[src/rtl/fma_dot_sched.sv]
// Dot-product sequencer: feeds each (a, b) pair plus the running sum to one shared fma unit
// as three consecutive load beats and accumulates float_out until N products are summed.
module fma_dot_sched #(
  parameter int unsigned MAX_LEN = 16,
  parameter int unsigned LEN_W   = $clog2(MAX_LEN + 1),
  parameter int unsigned TIMEOUT = 32
) (
  input  logic             clk,
  input  logic             rst,
  input  logic             req_valid,
  input  logic [LEN_W-1:0] req_len,
  output logic             req_ready,
  input  logic             op_valid,
  input  logic [31:0]      op_a,
  input  logic [31:0]      op_b,
  output logic             op_ready,
  output logic             fma_start,
  output logic [31:0]      fma_float_in,
  output logic             fma_rst,
  input  logic             fma_ready,
  input  logic             fma_error,
  input  logic [31:0]      fma_float_out,
  output logic [31:0]      result,
  output logic             done,
  output logic             err,
  output logic             busy
);

  localparam int unsigned WD_W = $clog2(TIMEOUT + 1);

  localparam logic [2:0] StIdle   = 3'd0;
  localparam logic [2:0] StFetch  = 3'd1;
  localparam logic [2:0] StIssueA = 3'd2;
  localparam logic [2:0] StIssueB = 3'd3;
  localparam logic [2:0] StIssueC = 3'd4;
  localparam logic [2:0] StWait   = 3'd5;
  localparam logic [2:0] StDone   = 3'd6;
  localparam logic [2:0] StErr    = 3'd7;

  logic [2:0]       state_q, state_d;
  logic [LEN_W-1:0] len_q, len_d;
  logic [LEN_W-1:0] cnt_q, cnt_d, cnt_inc;
  logic [31:0]      acc_q, acc_d;
  logic [31:0]      a_q, a_d;
  logic [31:0]      b_q, b_d;
  logic [WD_W-1:0]  wdog_q, wdog_d;
  logic             hold_q, hold_d;
  logic [31:0]      result_d;
  logic [31:0]      float_in_d;
  logic             op_take;

  assign cnt_inc = cnt_q + LEN_W'(1);

  always_comb begin
    state_d  = state_q;
    len_d    = len_q;
    cnt_d    = cnt_q;
    acc_d    = acc_q;
    a_d      = a_q;
    b_d      = b_q;
    wdog_d   = wdog_q;
    hold_d   = 1'b0;
    result_d = result;
    op_take  = 1'b0;
    case (state_q)
      StIdle: begin
        if (req_valid && req_ready) begin
          len_d = req_len;
          acc_d = '0;
          cnt_d = '0;
          if (req_len == '0) begin
            state_d  = StDone;
            result_d = '0;
          end else if (req_len > LEN_W'(MAX_LEN)) begin
            state_d = StErr;
          end else begin
            state_d = StFetch;
          end
        end
      end
      StFetch: begin
        if (op_valid) begin
          op_take = 1'b1;
          a_d     = op_a;
          b_d     = op_b;
          state_d = StIssueA;
        end
      end
      StIssueA: state_d = StIssueB;
      StIssueB: state_d = StIssueC;
      StIssueC: begin
        wdog_d  = '0;
        state_d = StWait;
      end
      StWait: begin
        // fma_error outranks a coincident fma_ready
        if (fma_error) begin
          state_d = StErr;
        end else if (fma_ready) begin
          acc_d = fma_float_out;
          cnt_d = cnt_inc;
          if (cnt_inc == len_q) begin
            state_d  = StDone;
            result_d = fma_float_out;
          end else begin
            state_d = StFetch;
          end
        end else if (wdog_q == WD_W'(TIMEOUT - 1)) begin
          state_d = StErr;
        end else begin
          wdog_d = wdog_q + WD_W'(1);
        end
      end
      StDone: state_d = StIdle;
      StErr: begin
        // two cycles in ERR keep fma_rst asserted long enough to flush the fma
        acc_d = '0;
        if (hold_q) state_d = StIdle;
        else        hold_d  = 1'b1;
      end
      default: state_d = StIdle;
    endcase
  end

  always_comb begin
    case (state_d)
      StIssueA: float_in_d = a_d;
      StIssueB: float_in_d = b_d;
      StIssueC: float_in_d = acc_d;
      default:  float_in_d = '0;
    endcase
  end

  always_ff @(posedge clk or negedge rst) begin
    if (!rst) begin
      state_q <= StIdle;
      len_q   <= '0;
      cnt_q   <= '0;
      acc_q   <= '0;
      a_q     <= '0;
      b_q     <= '0;
      wdog_q  <= '0;
      hold_q  <= 1'b0;
    end else begin
      state_q <= state_d;
      len_q   <= len_d;
      cnt_q   <= cnt_d;
      acc_q   <= acc_d;
      a_q     <= a_d;
      b_q     <= b_d;
      wdog_q  <= wdog_d;
      hold_q  <= hold_d;
    end
  end

  // Outputs are registered from the next state so they line up with the state they describe.
  always_ff @(posedge clk or negedge rst) begin
    if (!rst) begin
      req_ready    <= 1'b0;
      op_ready     <= 1'b0;
      fma_start    <= 1'b0;
      fma_float_in <= '0;
      fma_rst      <= 1'b1;
      result       <= '0;
      done         <= 1'b0;
      err          <= 1'b0;
      busy         <= 1'b0;
    end else begin
      req_ready    <= (state_d == StIdle);
      op_ready     <= op_take;
      fma_start    <= (state_d == StIssueA);
      fma_float_in <= float_in_d;
      fma_rst      <= (state_d == StErr);
      result       <= result_d;
      done         <= (state_d == StDone);
      err          <= (state_d == StErr) && (state_q != StErr);
      busy         <= (state_d != StIdle);
    end
  end

endmodule

[config.mk]
export PLATFORM = sky130hd
export DESIGN_NAME = fma_dot_sched
export DESIGN_NICKNAME = d
export VERILOG_FILES = /design/src/rtl/fma_dot_sched.sv
export SDC_FILE = /design/constraint.sdc
export NUM_CORES = 1
export LEC_CHECK = 0
export BUFFER_PORTS_ARGS = -buffer_cell sky130_fd_sc_hd__buf_2
export CAP_MARGIN = 20
export CORE_MARGIN = 3
export CORE_UTILIZATION = 45
export DETAILED_ROUTE_END_ITERATION = 10
export PLACE_DENSITY_LB_ADDON = 0.1
export SLEW_MARGIN = 20
export SYNTH_ARGS = -nofsm -noshare
export SYNTH_HDL_FRONTEND = slang
export SYNTH_SLANG_ARGS = --single-unit
export TNS_END_PERCENT = 100
[constraint.sdc]
create_clock -name clk -period 1.85 [get_ports clk]
set_input_delay 0.37 -clock clk [delete_from_list [all_inputs] [get_ports clk]]
set_output_delay 0.37 -clock clk [all_outputs]
set_load 0.02 [all_outputs]
; ---- Word-level counts from Yosys, hierarchy flattened
; Index checks and enable logic that the tools add are counted.
[classes]
n_mul = 0
order_cmp = 1
eq_ne = 22
bitwise = 0
n_div = 0
shift = 0
muxes = 37
n_reduce_logical = 12
add_sub_neg = 2
[op_table]
columns = op, count
row1 = 32-bit 2-to-1 mux, 12
row2 = 32-bit one-hot mux with 3 select lines, 2
row3 = 32-bit one-hot mux with 2 select lines, 1
row4 = 3-bit 2-to-1 mux, 9
row5 = 3-bit one-hot mux with 8 select lines, 1
row6 = 3-bit equality test (second input constant), 7
row7 = 6-bit 2-to-1 mux, 3
row8 = 5-bit 2-to-1 mux, 3
row9 = 2-bit inequality test (second input constant), 7
row10 = 3-bit by 2-bit equality test with 1-bit output (second input constant), 4
row11 = 6-bit one-hot mux with 2 select lines, 1
row12 = 5-bit one-hot mux with 2 select lines, 1
row13 = 4-bit AND reduction, 2
row14 = 6-bit by 1-bit adder with 6-bit output (second input constant), 1
row15 = 6-bit by 5-bit equality test with 1-bit output (second input constant), 1
row16 = 3-bit zero test, 2
row17 = 6-bit AND reduction, 1
row18 = 5-bit by 1-bit adder with 5-bit output (second input constant), 1
row19 = 5-bit equality test, 1
row20 = 5-bit greater-than comparator (second input constant), 1
row21 = 5-bit zero test, 1
row22 = 1-bit 2-to-1 mux, 4
row23 = 2-bit nonzero test, 2
row24 = 3-bit by 1-bit equality test with 1-bit output (second input constant), 1
row25 = 4 further kinds, 5
[totals]
mem_bits_ro = 0
input_bits = 107
wordCells = 91
ff_bits = 187
latchBits = 0
output_inout_bits = 71
mem_count = 0
ramBits = 0

; ---- Depth between registers and ports, before layout
[logic_depth]
word_depth = 8
mapped_depth = 9
mapped_depth_nobuf = 6

; ---- Least setup slack after synthesis
; OpenSTA, ideal clock, no wires.
[synth_timing]
path_type = flip-flop to flip-flop
from = register cnt_q[0]
to = register busy
required_ps = 1719
stages_incl_launch_ff = 7
arrival_ps = 1874
n_path_buf = 0
synth_period_minus_slack_ps = 2005
slack_ps = -155
setup_ps = 131
path_cell_list = dfrtp_1 > ha_1 > xnor3_1 > nand3_2 > nor4_2 > o21ai_2 > or3_1
[synth_between]
elab_chain_len = 7
[synth_lines]
columns = item, line_no
row1 = start: declaration, 42  ; logic [LEN_W-1:0] cnt_q, cnt_d, cnt_inc;
row2 = start signal: assignment, 147  ; cnt_q <= cnt_d;
row3 = 5-bit by 1-bit adder with 5-bit output, 52  ; assign cnt_inc = cnt_q + LEN_W'(1);
row4 = 5-bit equality test, 102  ; if (cnt_inc == len_q) begin
row5 = 3-bit 2-to-1 mux, 102
row6 = 3-bit 2-to-1 mux, 99  ; end else if (fma_ready) begin
row7 = 3-bit 2-to-1 mux, 97  ; if (fma_error) begin
row8 = 3-bit one-hot mux with 8 select lines, 65  ; case (state_q)
row9 = via state_d[0], 40  ; logic [2:0] state_q, state_d;
row10 = 3-bit nonzero test, 177  ; busy <= (state_d != StIdle);
row11 = end signal: assignment, 177
row12 = end: declaration, 26  ; output logic busy
; The timed path passes the listed nets, and every way through them passes these cells.
; A chain may end at the register's enable or synchronous reset.

; ---- Worst setup path after layout
[layout_timing]
from = register wdog_q[1]
to = register busy
[layout_between]
elab_chain_len = 6
[layout_lines]
columns = item, line_no
row1 = start: declaration, 46  ; logic [WD_W-1:0] wdog_q, wdog_d;
row2 = start signal: assignment, 151  ; wdog_q <= wdog_d;
row3 = 6-bit by 5-bit equality test with 1-bit output, 108  ; end else if (wdog_q == WD_W'(TIMEOUT - 1)) begin
row4 = 3-bit 2-to-1 mux, 108
row5 = 3-bit 2-to-1 mux, 99
row6 = 3-bit 2-to-1 mux, 97
row7 = 3-bit one-hot mux with 8 select lines, 65
row8 = 3-bit nonzero test, 177
; Every way passes these cells.

==> results.json <==
{
  "syn_area_mm2": 0.00656,
  "post_synth_top_area_share_pct": 58.8,
  "postSynth.asyncResetShare_pct": 100,
  "synth-edff-count": 0,
  "post-synth-top-area-cell": "sky130_fd_sc_hd__dfrtp_1",
  "status": "complete, but fails checks",
  "clk_pin_slew_worst_paths_ps": 60,
  "yosys_warnings": 0,
  "drt_wl_total_mm": 17.2,
  "highest_clock_rate_mhz": 526,
  "globalplace.congestion": 0.827,
  "wl_per_cell_um": 17.8,
  "total_number_of_h_tree_levels": 4,
  "num_io_pins": 178,
  "place_hpwl_mm": 11.5,
  "setup_viol": 14,
  "cp-start-kind": "register",
  "synth_seq_area_share_pct": 59.2,
  "route.detailed.drc": 0,
  "timing.clock.skew_ps": 8.43,
  "final_critical_path_setup_slack_ps": -52.3,
  "longest_clk_path_bufs": 2,
  "failed_checks": "negative setup slack",
  "vias_in_the_first_global_route": 5292,
  "average_cell_area_after_synthesis_um2": 11.7,
  "grt_overflow_total": 0,
  "viasPerCell": 5.25,
  "root_buffer": "sky130_fd_sc_hd__clkbuf_16",
  "timing_max_transition_violations_final": 0,
  "dp_worst_setup_slack_ps": -132,
  "grt_setup_unrepaired": "true",
  "via_count": 5070,
  "detail_route.first_pass.iterations": 4,
  "synthCells": 562,
  "placed_cells_incl_taps": 921,
  "p_leak_uw": 0.00471,
  "ant_nets": 0,
  "critPathArrivalTime_ps": 2200,
  "drtIter0Drc": 302,
  "clock_sink_count": 155,
  "grt_start_max_net_pins": 59,
  "tritoncts": "yes",
  "overall_global_routing_resource_usage_pct": 21.8,
  "final_cells": 965,
  "clock_latency_of_the_later_clocked_register_in_the_worst_skew_pair_ps": 420,
  "synth.top_cells.by_area": "sky130_fd_sc_hd__dfrtp_1 (59%), sky130_fd_sc_hd__mux2i_1 (4.9%), sky130_fd_sc_hd__mux2_2 (4.8%)",
  "site_row_count": 43,
  "layout.nets": 881,
  "synthFlopType": "sky130_fd_sc_hd__dfrtp_1",
  "worst_min_delay_path_class": "in2reg",
  "min_period_over_period_pct": 103,
  "filler_cell_count": 1167,
  "crit_path_end_kind": "register",
  "maxCapViolCount": 0,
  "hold_vio_cnt_final": 0,
  "power.ir.vdd_worst_v": 0.00102,
  "die_area_mm2": 0.0161,
  "netlist-cell-type-count": 54,
  "synth_nets": 672,
  "drive_gt1_share_pct": 39.7,
  "buffer_ports.inserted": 177,
  "post-route-min-period_ps": 1900,
  "cp_data_required_time_ps": 2150,
  "fp.dieH_um": 127,
  "core_region_area_mm2": 0.0140,
  "postSynthRegisterBits": 155,
  "initial_utilization_pct": 46.7,
  "final_core_util_pct": 62.9,
  "crit_type": "reg2reg",
  "antenna_found_initial": 1,
  "worst_slew_pin_slew_ps": 478,
  "power_density_relative_to_cell_area_mw_per_mm2": 1630,
  "cp_max_fo": 3,
  "syn_to_final_growth_pct": 34.6,
  "die-width_um": 127,
  "timing.hold.ws_ps": 160,
  "maxSlewHeadroom_pct": 68.2,
  "cts-buffers-inserted": 17,
  "grt_first_pass_wirelength_mm": 27.6
}
[kinds of logic after synthesis]
logic type / share of synthesized area, %
buffers and inverters: 7.00
multiplexers: 10.6
adder cells (fa/ha/maj): 0.573
flip-flops: 59.2
AND/OR/NAND/NOR: 6.98
XOR/XNOR: 1.68
AO/OA/AOI/OAI: 14.0
[worst max-delay path, stage by stage, from the launching register on]
cell                      delay, ps
sky130_fd_sc_hd__dfrtp_1        390
sky130_fd_sc_hd__ha_2           180
sky130_fd_sc_hd__and3_4         180
sky130_fd_sc_hd__a31o_1         220
sky130_fd_sc_hd__a311o_1        310
sky130_fd_sc_hd__and2_4         180
sky130_fd_sc_hd__or3_1          310
[per-layer routing]
layer	vias up	wire (um)	global-route usage [%]
met5	-	13	0
met4	2	193	5.99
met3	19	1240	7.54
met2	163	8590	35.6
met1	2510	7190	28.0
li1	2376	-	-
[synthesized netlist by cell type (all sizes together) (7+ instances only)]
library cell and instances:
clkbuf 14, a32oi 32, mux2i 32, a22oi 32
inv 68, nand2 54, nor3 8, o21ai 42
nor2 7, dfrtp 154, mux2 33, buf 23
[flip-flops by register name (all words and copies together), names as in the netlist]
| signal | cells |
|---|---|
| hold_q | 1 |
| busy | 1 |
| result | 32 |
| wdog_q | 6 |
| fma_rst | 1 |
| done | 1 |
| b_q | 32 |
| op_ready | 1 |
| fma_start | 1 |
| acc_q | 32 |
| len_q | 5 |
| err | 1 |
| cnt_q | 5 |
| fma_float_in | 32 |
| req_ready | 1 |
| state_q | 3 |
[power breakdown]
part,internal [uW],switching (uW)
Combinational,2250,3100
Sequential,4600,619
Clock,2470,1370
Total,9320,5090
[path summary, 6_finish.rpt]
path | start | end | slack, ps | cells after the start
setup / recovery | wdog_q[1] | busy | -50 | 6
hold / removal | req_len[0] | len_q[0] | 160 | 3
setup reg to reg | wdog_q[1] | busy | -50 | 6
hold reg to reg | hold_q | hold_q | 460 | 1
max in group asynchronous | rst | cnt_q[3] | 680 | 3
min in group asynchronous | rst | len_q[4] | 440 | 2
[area by class of cell]
type                    count  area (um^2)  area share, %
diodes                      1         2.50         0.0283
clock buffers              22          464           5.26
clock inverters            10          188           2.13
inverters                  68          255           2.89
multi-input cells         302         2350           26.6
flip-flops and latches    155         3880           44.0
well taps                 180          225           2.55
repair buffers            227         1460           16.5
[cells in the final DEF, fill, tap and decap left out, types with 4 or more instances in the layout]
| master | netlist | final |
|---|---|---|
| sky130_fd_sc_hd__buf_4 | 2 | 35 |
| sky130_fd_sc_hd__a22oi_1 | 32 | 32 |
| sky130_fd_sc_hd__buf_12 | 0 | 9 |
| sky130_fd_sc_hd__nand2_1 | 54 | 54 |
| sky130_fd_sc_hd__a32oi_1 | 32 | 32 |
| sky130_fd_sc_hd__buf_2 | 16 | 176 |
| sky130_fd_sc_hd__dfrtp_1 | 154 | 152 |
| sky130_fd_sc_hd__mux2_2 | 28 | 28 |
| sky130_fd_sc_hd__o21ai_1 | 22 | 23 |
| sky130_fd_sc_hd__nor2_1 | 7 | 5 |
| sky130_fd_sc_hd__inv_1 | 67 | 67 |
| sky130_fd_sc_hd__xor2_1 | 5 | 4 |
| sky130_fd_sc_hd__o21ai_0 | 19 | 18 |
| sky130_fd_sc_hd__clkbuf_16 | 0 | 20 |
| sky130_fd_sc_hd__mux2_1 | 5 | 5 |
| sky130_fd_sc_hd__nor3_1 | 5 | 5 |
| sky130_fd_sc_hd__mux2i_1 | 32 | 31 |
| sky130_fd_sc_hd__bufinv_16 | 0 | 5 |
[timing repair]
item | in CTS | in global routing
hold endpoints to repair | 43 | 0
setup endpoints to repair | 70 | 66
pin swaps | 8 | 8
setup buffers | 5 | 2
resized for setup | 11 | 9
gates cloned | 1 | 3
hold buffers | 1 | 0
[per-stage QoR]
step / area [um^2] / total power [uW] / setup TNS, ps
after global routing: 8820 / 15300 / -2780
after CTS: 8700 / 14400 / -76.1
after detailed placement: 7900 / 10300 / -2090
after floorplan: 6570 / 8370 / -4.40
after global placement: 7900 / 10200 / -1180
final: 8830 / 14400 / -236
Note: power is estimated with default switching activity, not from simulation.
